==> config.mk <==
export PLATFORM = sky130hd
export DESIGN_NAME = cond_logic_flat
export DESIGN_NICKNAME = d
export VERILOG_FILES = /design/src/rtl/cond_logic_if.sv /design/src/rtl/cond_logic.sv /design/src/flat_wrapper.sv
export SDC_FILE = /design/constraint.sdc
export NUM_CORES = 1
export LEC_CHECK = 0
export ABC_AREA = 1
export ABC_CLOCK_PERIOD_IN_PS = 1200
export BUFFER_PORTS_ARGS = -buffer_cell sky130_fd_sc_hd__buf_2
export CORE_AREA = 2 2 39 41
export DETAILED_ROUTE_END_ITERATION = 16
export DIE_AREA = 0 0 41 43
export GPL_TIMING_DRIVEN = 0
export PLACE_DENSITY = 0.67
export SYNTH_ARGS = -nofsm -noshare
export SYNTH_HDL_FRONTEND = slang
export SYNTH_SLANG_ARGS = --single-unit
==> constraint.sdc <==
create_clock -name clk -period 1.2 [get_ports clk]
set_input_delay 0.12 -clock clk [delete_from_list [all_inputs] [get_ports clk]]
set_output_delay 0.12 -clock clk [all_outputs]
set_load 0.02 [all_outputs]
==> src/rtl/cond_logic_if.sv <==
`default_nettype none
// ============================================================================
// Module   : cond_logic_if
// Brief    : Decoder-to-conditional-stage bus: strobes, flags and gated enables.
// Revision : 1.0
// ============================================================================
interface cond_logic_if;
    logic       en;
    logic [3:0] Cond;
    logic [3:0] ALUFlags;
    logic [1:0] FlagW;
    logic       PCS;
    logic       RegW;
    logic       MemW;
    logic       NoWrite;
    logic       PCSrc;
    logic       RegWrite;
    logic       MemWrite;
    logic       CondEx;
    logic [3:0] Flags;

    modport master (
        output en, Cond, ALUFlags, FlagW, PCS, RegW, MemW, NoWrite,
        input  PCSrc, RegWrite, MemWrite, CondEx, Flags
    );

    modport slave (
        input  en, Cond, ALUFlags, FlagW, PCS, RegW, MemW, NoWrite,
        output PCSrc, RegWrite, MemWrite, CondEx, Flags
    );
endinterface
`default_nettype wire

==> src/rtl/cond_logic.sv <==
`default_nettype none
// ============================================================================
// Module   : cond_logic
// Brief    : ARM conditional-execution stage: NZCV flag storage, condition
//            evaluation and gating of the PC/register/memory write strobes.
// Revision : 1.0
// ============================================================================
module cond_logic #(
    parameter bit COND_NV_EXEC = 1'b0
) (
    input  wire logic   clk,
    input  wire logic   rst_n,
    cond_logic_if.slave bus
);

    localparam logic [3:0] c_eq = 4'b0000;
    localparam logic [3:0] c_ne = 4'b0001;
    localparam logic [3:0] c_cs = 4'b0010;
    localparam logic [3:0] c_cc = 4'b0011;
    localparam logic [3:0] c_mi = 4'b0100;
    localparam logic [3:0] c_pl = 4'b0101;
    localparam logic [3:0] c_vs = 4'b0110;
    localparam logic [3:0] c_vc = 4'b0111;
    localparam logic [3:0] c_hi = 4'b1000;
    localparam logic [3:0] c_ls = 4'b1001;
    localparam logic [3:0] c_ge = 4'b1010;
    localparam logic [3:0] c_lt = 4'b1011;
    localparam logic [3:0] c_gt = 4'b1100;
    localparam logic [3:0] c_le = 4'b1101;
    localparam logic [3:0] c_al = 4'b1110;

    // NZ and CV are independent fields so FlagW can update either alone.
    logic [1:0] r_nz;
    logic [1:0] r_cv;

    logic w_n;
    logic w_z;
    logic w_c;
    logic w_v;
    logic w_cond_ex;
    logic w_update;

    assign w_n = r_nz[1];
    assign w_z = r_nz[0];
    assign w_c = r_cv[1];
    assign w_v = r_cv[0];

    always_comb begin
        w_cond_ex = COND_NV_EXEC;
        case (bus.Cond)
            c_eq:    w_cond_ex = w_z;
            c_ne:    w_cond_ex = ~w_z;
            c_cs:    w_cond_ex = w_c;
            c_cc:    w_cond_ex = ~w_c;
            c_mi:    w_cond_ex = w_n;
            c_pl:    w_cond_ex = ~w_n;
            c_vs:    w_cond_ex = w_v;
            c_vc:    w_cond_ex = ~w_v;
            c_hi:    w_cond_ex = w_c & ~w_z;
            c_ls:    w_cond_ex = ~w_c | w_z;
            c_ge:    w_cond_ex = (w_n == w_v);
            c_lt:    w_cond_ex = (w_n != w_v);
            c_gt:    w_cond_ex = ~w_z & (w_n == w_v);
            c_le:    w_cond_ex = w_z | (w_n != w_v);
            c_al:    w_cond_ex = 1'b1;
            default: w_cond_ex = COND_NV_EXEC;
        endcase
    end

    // Condition sees pre-update flags; new flags appear for the next Cond.
    assign w_update = bus.en & w_cond_ex;

    always_ff @(posedge clk or negedge rst_n) begin
        if (!rst_n) begin
            r_nz <= 2'b00;
            r_cv <= 2'b00;
        end else if (w_update) begin
            if (bus.FlagW[1]) r_nz <= bus.ALUFlags[3:2];
            if (bus.FlagW[0]) r_cv <= bus.ALUFlags[1:0];
        end
    end

    assign bus.CondEx   = w_cond_ex;
    assign bus.Flags    = {r_nz, r_cv};
    assign bus.PCSrc    = bus.en & bus.PCS  & w_cond_ex;
    assign bus.RegWrite = bus.en & bus.RegW & w_cond_ex & ~bus.NoWrite;
    assign bus.MemWrite = bus.en & bus.MemW & w_cond_ex;

endmodule
`default_nettype wire
==> src/flat_wrapper.sv <==
// flat-port wrapper written by rule: the top's interface ports become plain ports
module cond_logic_flat 
#(
    parameter bit COND_NV_EXEC = 1'b0
)
  (clk, rst_n, bus_en, bus_Cond, bus_ALUFlags, bus_FlagW, bus_PCS, bus_RegW, bus_MemW, bus_NoWrite, bus_PCSrc, bus_RegWrite, bus_MemWrite, bus_CondEx, bus_Flags);
  cond_logic_if bus_i ();
  input  wire logic clk;
  input  wire logic rst_n;
  input wire logic [$bits(bus_i.en)-1:0] bus_en;
  input wire logic [$bits(bus_i.Cond)-1:0] bus_Cond;
  input wire logic [$bits(bus_i.ALUFlags)-1:0] bus_ALUFlags;
  input wire logic [$bits(bus_i.FlagW)-1:0] bus_FlagW;
  input wire logic [$bits(bus_i.PCS)-1:0] bus_PCS;
  input wire logic [$bits(bus_i.RegW)-1:0] bus_RegW;
  input wire logic [$bits(bus_i.MemW)-1:0] bus_MemW;
  input wire logic [$bits(bus_i.NoWrite)-1:0] bus_NoWrite;
  output wire logic [$bits(bus_i.PCSrc)-1:0] bus_PCSrc;
  output wire logic [$bits(bus_i.RegWrite)-1:0] bus_RegWrite;
  output wire logic [$bits(bus_i.MemWrite)-1:0] bus_MemWrite;
  output wire logic [$bits(bus_i.CondEx)-1:0] bus_CondEx;
  output wire logic [$bits(bus_i.Flags)-1:0] bus_Flags;
  assign bus_i.en = bus_en;
  assign bus_i.Cond = bus_Cond;
  assign bus_i.ALUFlags = bus_ALUFlags;
  assign bus_i.FlagW = bus_FlagW;
  assign bus_i.PCS = bus_PCS;
  assign bus_i.RegW = bus_RegW;
  assign bus_i.MemW = bus_MemW;
  assign bus_i.NoWrite = bus_NoWrite;
  assign bus_PCSrc = bus_i.PCSrc;
  assign bus_RegWrite = bus_i.RegWrite;
  assign bus_MemWrite = bus_i.MemWrite;
  assign bus_CondEx = bus_i.CondEx;
  assign bus_Flags = bus_i.Flags;
  cond_logic #(.COND_NV_EXEC(COND_NV_EXEC)) u_core (.clk(clk), .rst_n(rst_n), .bus(bus_i));
endmodule
After elaboration in Yosys (flattened, before gate mapping)
Cells that the tools add are included.
{"block": "totals", "regBits": 4, "out_inout_bits": 8, "in_bits": 17}
{"block": "classes", "n_bitwise": 17, "n_eq_ne": 16, "mux": 1, "n_reduce_logical": 3}
{"operator": "equality test 4 bit, second input constant", "count": 7}
{"operator": "equality test 4 x 3 -> 1 bit, second input constant", "count": 4}
{"operator": "one-hot mux 1 bit (15 select lines)", "count": 1}
{"operator": "bitwise AND 1 bit", "count": 10}
{"operator": "equality test 4 x 2 -> 1 bit, second input constant", "count": 2}
{"operator": "NOT 1 bit", "count": 5}
{"operator": "equality test 4 x 1 -> 1 bit, second input constant", "count": 1}
{"operator": "zero test 4 bit", "count": 1}
{"operator": "AND reduction 2 bit", "count": 2}
{"operator": "bitwise OR 1 bit", "count": 2}
{"operator": "equality test 1 bit", "count": 1}
{"operator": "inequality test 1 bit", "count": 1}

Depth between registers and ports, before layout
Gate-level depths: netlist of the first run.
{"block": "logic_depth", "ltp_word": 5, "ltp_mapped": 12}

Least setup slack after synthesis of the first run
OpenSTA, ideal clock, no wires.
{"block": "synth_path", "kind": "reg2out", "start": "register u_core.r_nz[1]", "end": "output port bus_RegWrite", "path_buffers": 0, "setup_slack_ns": -0.384, "stages_incl_launch_ff": 11, "arrival_ns": 1.464, "cell_sequence": "dfrtp_1 > inv_1 > nand2_1 > nand2_1 > nand2_1 > nand2_1 > nand2_1 > nand2_1 > nand3_4 > nand2_2 > nor3_2"}
{"block": "synth_via", "elab_chain_len": 5}
{"element": "start: declaration", "line": "cond_logic.sv:33", "text": "logic [1:0] r_nz;"}
{"element": "start signal: assignment", "line": "cond_logic.sv:78", "text": "if (bus.FlagW[1]) r_nz <= bus.ALUFlags[3:2];"}
{"element": "inequality test 1 bit / equality test 1 bit (equally long branches)"}
{"element": "bitwise OR 1 bit / bitwise AND 1 bit (equally long branches)", "line": "cond_logic.sv:64, cond_logic.sv:63"}
{"element": "one-hot mux 1 bit (15 select lines) *", "line": "cond_logic.sv:50", "text": "case (bus.Cond)"}
{"element": "net bus_CondEx", "line": "flat_wrapper.sv:21", "text": "output wire logic [$bits(bus_i.CondEx)-1:0] bus_CondEx;"}
{"element": "bitwise AND 1 bit * (2 in a row)", "line": "cond_logic.sv:86", "text": "assign bus.RegWrite = bus.en & bus.RegW & w_cond_ex & ~bus.NoWrite;"}
{"element": "end: declaration", "line": "flat_wrapper.sv:19", "text": "output wire logic [$bits(bus_i.RegWrite)-1:0] bus_RegWrite;"}
The timed path passes the listed nets; every way through them passes the cells marked *.

Worst setup path in the final report of the first run
{"block": "layout_path", "start": "register u_core.r_nz[1]", "end": "output port bus_PCSrc"}
{"block": "layout_via", "elab_chain_len": 4}
{"element": "inequality test 1 bit / equality test 1 bit (equally long branches)"}
{"element": "bitwise OR 1 bit / bitwise AND 1 bit (equally long branches)", "line": "cond_logic.sv:64, cond_logic.sv:63"}
{"element": "one-hot mux 1 bit (15 select lines) *", "line": "cond_logic.sv:50"}
{"element": "bitwise AND 1 bit *", "line": "cond_logic.sv:85", "text": "assign bus.PCSrc = bus.en & bus.PCS & w_cond_ex;"}
{"element": "end: declaration", "line": "flat_wrapper.sv:18", "text": "output wire logic [$bits(bus_i.PCSrc)-1:0] bus_PCSrc;"}
Every way passes the cells marked *; elsewhere a longest branch is shown, timed or not.

==> results.md, run 1 <==
- Outcome: finished, violations left
- Failing checks: negative setup slack
- Final WL: 1220 um
- Initial antenna violation count: 0
- DRT antenna net count: 0
- Synth top area share: 24.7%
- Reg clk slew, reported paths: 0.04 ns
- Top post-synthesis cells by count: 30 x nand2_1, 12 x nand3_1, 10 x inv_1, 6 x nor2_1
- Setup WS pre-CTS: -0.311 ns
- CP delay by family, top: simple AND/OR/NAND/NOR gates
- R2R Path Start: u_core.r_nz[1]$_DFFE_PN0P_
- Crit path capture: bus_PCSrc
- Worst Path Required: 1.08 ns
- Syn Inst Count: 78
- Top cells by area, synth: nand2_1 25%, dfrtp_1 22%, nand3_1 13%
- Dominant synthesized flop cell: dfrtp_1
- Post-synth EDFFs: 0
- Area leader, netlist: nand2_1
- Die Ht: 43 um
- Leak Pwr: 0.000425 uW
- Crit path from: u_core.r_nz[1]$_DFFE_PN0P_
- HP Class: in2reg
- Rel. slew slack: 88.0%
- Syn_area_per_cell: 5.84 um2
- Count leader, synth: nand2_1
- CP Max Fanout: 4
- Unrepaired setup endpoints after global routing: yes
- All-layer global routing usage: 16.2%
- Max frequency: 607 MHz
- Syn. warnings: 0
- CTS tree: done
- Reg2Reg Depth: 11
- Synthesized cell area: 455 um2
- First-pass GRT wire length: 1970 um
- CP Launch Type: register
- Switching share of power: 48.4%
- Worst reg2reg setup slack: -0.19 ns
- Combinational Power Share: 66.9%
- Drt first pass iters: 4
- Setup ws final: -0.448 ns
- Num rows: 14
- Layout area overhead: 63.7%
- Drt drc: 0
- Final setup fails: 9
- Endpoints failing hold: 0
- Pwr per Cell Area: 1920 mW/mm2
- # diodes: 0
- Buffer levels on the longest clock path: 2
- #FFs+latches synth: 4
- HPWL Detailed: 910 um
- Critical-path cell list: inv_2, nand2_4, nand3_2, nand2_1, nand2_1, nand2_1, inv_2, nand3_4, nand2_4, inv_4, nand2_2, inv_2, buf_6
- DR vias/cell: 4.89
- Chip Width: 41 um
- Share of cells above drive strength 1: 54.5%
- Initial core utilization: 32.9%
- Port-buffer cells: 23
- Internal cell power: 739 uW
- Total negative slack: -2.50 ns
- Sequential share of power: 21.1%
- Nets: 129
- Via count: 616
- Global placement routability congestion: 0.751
- R2R Path End: u_core.r_cv[0]$_DFFE_PN0P_
- Fin Hold WS: 0.144 ns
- Hold depth: 3
- Max Slew Vio Count: 0
- Psw: 692 uW
- Clk pwr share: 12.0%
- Crit path largest cell delay: 0.43 ns
- Asr flop ratio synth: 100%
- Clock skew: 0.00417 ns
- Maximum vdd drop: 0.00123 V
- Vias in the first global route: 522
- I/O Pins: 25
- H-tree depth: 1
- Max Cap Viol: 0
- CP Data Arrival Time: 1.53 ns
- GRT overflow: 0
- Clock latency at the later pin of the worst-skew pair: 0.24 ns
- Crit path buf inv count: 5
- Drt wl/cell: 9.71 um
- Least-Margin Pin Slew: 0.180 ns
- Post-synthesis cell type count: 16
- Tmin final: 1.65 ns
- Core area: 0.00138 mm2
- Initial DRC Count: 1
- Slowest stage cell on the critical path: dfrtp_2
- Largest net degree at the start of global routing: 10
- Sink Count: 4
- Die area: 0.00176 mm2
- Total CTS buffers: 3
- WS Path Type: reg2out
- Final core utilization: 53.9%
- Path length in cells of the critical path: 13
- Synth Net Count: 95
- Part of the Yosys area used for sequential elements: 22.0%
- Root Buffer: clkbuf_4
- Final critical-path share of the clock period: 137%
- CP endpoint kind: primary output
per-stage QoR:
step | instance area [um2] | total power (uW) | cells
6_report | 746 | 1430 | 126
5_1_grt | 746 | 1560 | 126
4_1_cts | 718 | 1350 | 125
3_5_place_dp | 609 | 993 | 117
3_3_place_gp | 609 | 981 | 117
2_1_floorplan | 474 | 784 | 78
cell type report:
type                    instances  area (um2)
fillers                       144         638
inverters                      13        51.3
multi-input cells              60         347
repair buffers                 29         186
clock buffers                   3        22.5
flip-flops and latches          4         105
well taps                      16        20.0
plain buffers                   1        13.8
per-layer routing:
metal	part of all wire (%)	vias up	wire length [um]	track usage, %
li1	-	317	-	-
met2	50	33	618	27.8
met4	1.6	0	20	8.00
met3	8.7	2	107	2.62
met5	0	-	0	0
met1	39	264	477	17.8
sequential cells by signal, summed over array words and instances (netlist names):
signal	cells
u_core.r_cv	2
u_core.r_nz	2
how the worst min path moves through the flow:
stage	startpoint	to	slack, ns
after floorplan	rst_n	u_core.r_cv[0]$_DFFE_PN0P_	-0.18
after global placement	rst_n	u_core.r_cv[0]$_DFFE_PN0P_	-0.07
after detailed placement	rst_n	u_core.r_cv[1]$_DFFE_PN0P_	-0.07
after CTS	bus_ALUFlags[2]	u_core.r_nz[0]$_DFFE_PN0P_	0.13
after global routing	bus_ALUFlags[2]	u_core.r_nz[0]$_DFFE_PN0P_	0.15
final	bus_ALUFlags[1]	u_core.r_cv[1]$_DFFE_PN0P_	0.14
logic make-up after synthesis:
| logic type | after synthesis | synth area share, % |
|---|---|---|
| simple gates | 59 | 62.4 |
| buf+inv | 14 | 13.7 |
| flops | 4 | 22.0 |
| compound gates | 1 | 1.92 |
power by group through the flow:
stage	clock (uW)	sequential [uW]	combinational, uW
3_3_place_gp	0	300	680
5_1_grt	185	313	1060
4_1_cts	175	300	876
3_5_place_dp	0	305	688
6_report	172	302	957
2_1_floorplan	0	364	421
placed cells by master (no fill, tap or decap), types with 3 or more instances in the layout:
cell and n:
nand2_1 23, buf_2 18, nand3_1 10, inv_2 7
buf_4 7, nor2_1 6, nand2_2 6, inv_1 4
nand4_1 4, dfrtp_2 4, nand3_2 3, nand2_4 3
clkbuf_4 3, buf_6 3
repair_timing:
| item | in CTS | in global routing |
|---|---|---|
| hold endpoints to repair | 4 | 0 |
| hold buffers | 1 | 0 |
| pin swaps | 7 | 2 |
| setup buffers | 4 | 1 |
| resized for setup | 17 | 5 |
| setup endpoints to repair | 8 | 8 |
worst reg2reg max path, cell delays in order (launching register included):
cell and delay (ns):
dfrtp_2 0.43, nand2_2 0.12, nand3_2 0.07, nand2_1 0.06, nand2_1 0.05, nand2_1 0.08
inv_2 0.05, nand3_4 0.08, buf_4 0.14, nand3_1 0.09, nand2_1 0.07, nand2_1 0.04
No activity file was read; power rests on OpenSTA's default activity.
==> run 2: changes to the inputs <==
--- a/config.mk
+++ b/config.mk
@@ -8,11 +8,13 @@
 export ABC_AREA = 1
 export ABC_CLOCK_PERIOD_IN_PS = 1200
 export BUFFER_PORTS_ARGS = -buffer_cell sky130_fd_sc_hd__buf_2
-export CORE_AREA = 2 2 39 41
+export CELL_PAD_IN_SITES_DETAIL_PLACEMENT = 1
+export CELL_PAD_IN_SITES_GLOBAL_PLACEMENT = 2
+export CORE_MARGIN = 8
+export CORE_UTILIZATION = 17
 export DETAILED_ROUTE_END_ITERATION = 16
-export DIE_AREA = 0 0 41 43
 export GPL_TIMING_DRIVEN = 0
-export PLACE_DENSITY = 0.67
+export PLACE_DENSITY_LB_ADDON = 0.1
 export SYNTH_ARGS = -nofsm -noshare
 export SYNTH_HDL_FRONTEND = slang
 export SYNTH_SLANG_ARGS = --single-unit
==> results.md, run 2 (same netlist as run 1, synthesis figures left out) <==
- Outcome: finished, violations left
- Failing checks: negative setup slack
- Num rows: 18
- R2R Path Start: u_core.r_nz[1]$_DFFE_PN0P_
- Leak Pwr: 0.000405 uW
- DRT antenna net count: 0
- CP endpoint kind: primary output
- Hold depth: 3
- Most common cell after layout, fill and taps aside: nand2_1
- GRT overflow: 0
- All-layer global routing usage: 7.95%
- Hold Crit Start: bus_ALUFlags[2]
- Share of cells above drive strength 1: 52.3%
- Grt met3 use: 2.81%
- Path length in cells of the critical path: 13
- HPWL Detailed: 1320 um
- Global placement routability congestion: 0.769
- Crit path largest cell delay: 0.43 ns
- Grt met2 use: 13.0%
- HP Class: in2reg
- Gr busiest metal: met2
- Setup WS pre-CTS: -0.366 ns
- Met1 Use GR: 8.37%
- Rel. slew slack: 86.3%
- Maximum vdd drop: 0.000781 V
- Reg clk slew, reported paths: 0.04 ns
- Drt wl/cell: 11.5 um
- Reg2Reg Depth: 11
- Worst Path Required: 1.08 ns
- Crit path from: u_core.r_nz[1]$_DFFE_PN0P_
- Least-Margin Pin Slew: 0.205 ns
- Initial core utilization: 18.2%
- Most frequent CP cell: inv_2
- Tmin final: 1.67 ns
- Critical-path cell list: inv_2, nand2_2, nand3_1, nand2_1, nand2_1, nand2_1, inv_2, nand3_4, nand2_4, inv_2, nand2_2, inv_2, buf_6
- Setup ws final: -0.468 ns
- CP Max Fanout: 4
- Final critical-path share of the clock period: 139%
- Nets: 128
- Crit path buf inv count: 5
- Layout area overhead: 59.3%
- Die area: 0.00459 mm2
- Max Slew Vio Count: 0
- CP delay by family, top: simple AND/OR/NAND/NOR gates
- R2R Path End: u_core.r_cv[1]$_DFFE_PN0P_
- Final WL: 1590 um
- Commonest cells after routing, fill and taps aside: 23 x nand2_1, 19 x buf_2, 12 x nand3_1
- Largest net degree at the start of global routing: 10
- Drt drc: 0
- Endpoints failing hold: 0
- Clock latency at the later pin of the worst-skew pair: 0.24 ns
- Pwr per Cell Area: 1870 mW/mm2
- CP Launch Type: register
- Vias in the first global route: 634
- Initial DRC Count: 11
- CP Data Arrival Time: 1.55 ns
- Chip Width: 67.8 um
- Core area: 0.00250 mm2
- Crit path capture: bus_PCSrc
- Slowest stage cell on the critical path: dfrtp_2
- Total CTS buffers: 3
- Final setup fails: 8
- Max frequency: 600 MHz
- Worst reg2reg setup slack: -0.22 ns
- Fill count: 322
- First-pass GRT wire length: 2770 um
- Buffer levels on the longest clock path: 2
- H-tree depth: 1
- Via count: 598
- Die Ht: 67.8 um
- Root Buffer: clkbuf_4
- DR vias/cell: 4.30
- Drt first pass iters: 2
- CTS tree: done
- # diodes: 0
- Largest registers: u_core.r_cv x2, u_core.r_nz x2
- Port-buffer cells: 23
- WS Path Type: reg2out
- Clock skew: 0.000334 ns
- Total power: 1360 uW
- Max Cap Viol: 0
- Sink Count: 4
- Initial antenna violation count: 0
- I/O Pins: 25
- Unrepaired setup endpoints after global routing: yes
-- run 2: worst min path at each step --
stage	to	slack, ns
after floorplan	u_core.r_cv[0]$_DFFE_PN0P_	-0.18
after global placement	u_core.r_cv[1]$_DFFE_PN0P_	-0.08
after detailed placement	u_core.r_cv[0]$_DFFE_PN0P_	-0.07
after CTS	u_core.r_nz[0]$_DFFE_PN0P_	0.13
after global routing	u_core.r_cv[0]$_DFFE_PN0P_	0.14
final	u_core.r_nz[0]$_DFFE_PN0P_	0.14
-- run 2: power by group --
group          internal, uW  switching [uW]  total [uW]  leakage [uW]
combinational           369             519         889      0.000346
clock                   112            56.9         169     0.0000138
sequential              212            90.5         302     0.0000449
total                   693             667        1360      0.000405
-- run 2: what timing repair did --
action,in CTS,in global routing
pin swaps,5,4
buffers inserted,3,1
hold endpoints to repair,4,0
setup endpoints to repair,8,8
gates resized for setup,15,0
hold buffers,1,0
-- run 2: layout make-up --
type / instances / area (um2) / area share, %
Clock buffer: 3 / 22.5 / 3.10
Sequential cell: 4 / 105 / 14.5
Inverter: 13 / 48.8 / 6.72
Buffer: 1 / 13.8 / 1.90
Timing Repair Buffer: 28 / 176 / 24.3
Multi-Input combinational cell: 60 / 322 / 44.3
Tap cell: 30 / 37.5 / 5.17
-- run 2: worst register-to-register path, stage by stage (launching register included) --
cell     delay [ns]
dfrtp_2        0.43
inv_2          0.08
nand2_2        0.06
nand2_2        0.08
nand2_2        0.06
nand3_1        0.08
nand2_2        0.07
nand3_4        0.09
buf_4          0.15
nand3_1        0.09
nand2_1        0.08
nand2_1        0.05
-- run 2: per-layer routing --
layer  up-vias  part of all wire, %  routed length (um)
met5         -                    0                   0
met4         0                  2.6                  42
met3         5                  7.4                 118
met2        19                   46                 739
met1       263                   43                 693
li1        311                    -                   -
-- run 2: per-stage QoR --
step	setup TNS [ns]	cells	cell area, um2	hold slack, ns	utilization (%)
2_1_floorplan	-1.16	78	474	-0.176	-
3_3_place_gp	-1.92	131	627	-0.0758	25.1
3_5_place_dp	-1.88	131	627	-0.0703	25.1
4_1_cts	-2.86	138	718	0.131	28.7
5_1_grt	-3.76	139	726	0.143	29.0
6_report	-2.67	139	726	0.138	29.0
==> run 3: changes to the inputs <==
--- a/config.mk
+++ b/config.mk
@@ -14,7 +14,8 @@
 export CORE_UTILIZATION = 17
 export DETAILED_ROUTE_END_ITERATION = 16
 export GPL_TIMING_DRIVEN = 0
-export PLACE_DENSITY_LB_ADDON = 0.1
+export PLACE_DENSITY = 0.72
+export REMOVE_ABC_BUFFERS = 1
 export SYNTH_ARGS = -nofsm -noshare
 export SYNTH_HDL_FRONTEND = slang
 export SYNTH_SLANG_ARGS = --single-unit
==> results.md, run 3 (same netlist as run 1, synthesis figures left out) <==
- GRT overflow: 0
- Outcome: finished, violations left
- Pwr per Cell Area: 1930 mW/mm2
- Met1 Use GR: 8.37%
- Final critical-path share of the clock period: 141%
- Grt met3 use: 4.30%
- Total CTS buffers: 3
- CP Max Fanout: 3
- Failing checks: negative setup slack
- CP endpoint kind: primary output
- Initial DRC Count: 35
- Largest registers: u_core.r_cv x2, u_core.r_nz x2
- FF/Latch Area: 100 um2
- CP Launch Type: register
- Clock skew: 0.00317 ns
- I/O Pins: 25
- Psw: 693 uW
- Max Slew Vio Count: 0
- Nets: 130
- Global placement routability congestion: 0.787
- Core area: 0.00250 mm2
- # diodes: 0
- First-pass GRT wire length: 2930 um
- Vias in the first global route: 696
- DR vias/cell: 4.52
- Chip Width: 67.8 um
- Fill count: 328
- Share of cells above drive strength 1: 50.5%
- Gr busiest metal: met2
- Clock latency at the later pin of the worst-skew pair: 0.24 ns
- Sequential share of power: 20.4%
- Max Cap Viol: 0
- Least-Margin Pin Slew: 0.207 ns
- Endpoints failing hold: 0
- Initial core utilization: 18.2%
- Commonest cells after routing, fill and taps aside: 23 x nand2_1, 20 x buf_2, 11 x nand3_1
- Die Ht: 67.8 um
- H-tree depth: 1
- All-layer global routing usage: 8.48%
- Largest net degree at the start of global routing: 10
- Drt wl/cell: 12.5 um
- Maximum vdd drop: 0.000727 V
- Internal cell power: 718 uW
- Die area: 0.00459 mm2
- DRT antenna net count: 0
- Rel. slew slack: 86.1%
- Critical-path cell list: inv_2, nand2_2, nand2_2, nand2_2, nand2_1, nand2_1, nand2_2, nand3_4, nand2_4, inv_4, nand2_2, inv_2, buf_6
- Most common cell after layout, fill and taps aside: nand2_1
- Switching share of power: 49.1%
- Total power: 1410 uW
- Root Buffer: clkbuf_4
- Layout area overhead: 60.2%
- CP Data Arrival Time: 1.58 ns
- Finished Layout Cells: 141
- Crit path largest cell delay: 0.41 ns
- HPWL Detailed: 1400 um
- Grt met2 use: 14.2%
- Drt drc: 0
- Buffer levels on the longest clock path: 2
- Final WL: 1770 um
- Max frequency: 590 MHz
- Worst Path Required: 1.08 ns
- Unrepaired setup endpoints after global routing: yes
- Sink Count: 4
- Combinational Power Share: 67.6%
- Final setup fails: 8
- Tmin final: 1.70 ns
- CTS tree: done
- Most frequent CP cell: nand2_2
- Slowest stage cell on the critical path: dfrtp_1
- Clk pwr share: 12.0%
- Total negative slack: -2.93 ns
- Multi-input gate area: 325 um2
- Inst Count DP: 131
- WS Path Type: reg2out
- Num rows: 18
- Port-buffer cells: 24
- Drt first pass iters: 2
- Setup ws final: -0.496 ns
- Reg clk slew, reported paths: 0.04 ns
- HP Class: in2reg
- Via count: 638
- Initial antenna violation count: 0
- Leak Pwr: 0.000421 uW
run 3: changes by cell type in the layout (fill, tap and decap cells not counted), sizes merged:
cell / before / now
buf: 27 / 30
clkbuf: 4 / 3
run 3: power by group through the flow:
stage / clock network (uW) / registers (uW) / logic, uW
6_report: 170 / 287 / 954
5_1_grt: 180 / 298 / 1060
4_1_cts: 177 / 284 / 946
3_5_place_dp: 0 / 289 / 694
3_3_place_gp: 0 / 289 / 671
2_1_floorplan: 0 / 344 / 384
run 3: repair_timing:
item / in CTS / in global routing
hold buffers: 1 / 0
endpoints found under the hold margin: 4 / 0
gates resized for setup: 17 / 6
pin swaps: 5 / 8
setup endpoints to repair: 8 / 8
setup buffers: 6 / 0
run 3: critical path: cells and delay by family (launching register included):
| kind | cells | cell delay [ns] |
|---|---|---|
| buf+inv | 4 | 0.28 |
| flops | 1 | 0.41 |
| simple gates | 9 | 0.64 |
run 3: metrics by stage:
stage	hold WS (ns)	instance area (um2)	utilization, %	setup WS, ns
after detailed placement	-0.0731	599	24.0	-0.441
after CTS	0.147	719	28.8	-0.520
after floorplan	-0.176	442	-	-0.384
after global placement	-0.0751	599	24.0	-0.369
final	0.147	729	29.2	-0.496
after global routing	0.163	729	29.2	-0.622
run 3: final timing paths:
| check | startpoint | end | slack, ns | cells after the start |
|---|---|---|---|---|
| worst max register to register | u_core.r_nz[1]$_DFFE_PN0P_ | u_core.r_cv[1]$_DFFE_PN0P_ | -0.26 | 12 |
| worst max-delay path | u_core.r_nz[1]$_DFFE_PN0P_ | bus_PCSrc | -0.50 | 13 |
| worst min-delay path | bus_ALUFlags[1] | u_core.r_cv[1]$_DFFE_PN0P_ | 0.15 | 3 |
| worst min register to register | u_core.r_cv[1]$_DFFE_PN0P_ | u_core.r_cv[1]$_DFFE_PN0P_ | 0.55 | 2 |
| min in group asynchronous | rst_n | u_core.r_nz[0]$_DFFE_PN0P_ | 0.21 | 2 |
| max in group asynchronous | rst_n | u_core.r_cv[0]$_DFFE_PN0P_ | 0.87 | 2 |
run 3: final cells by class:
class | count | area share (%)
multi-input combinational | 60 | 44.6
timing repair buffer | 31 | 26.4
sequential | 4 | 13.7
inverter | 13 | 7.03
tap | 30 | 5.15
clock buffer | 3 | 3.09
run 3: per-layer routing:
| layer | routed length (um) | up-vias |
|---|---|---|
| li1 | - | 315 |
| met4 | 33 | 0 |
| met3 | 211 | 5 |
| met5 | 0 | - |
| met2 | 848 | 25 |
| met1 | 671 | 293 |
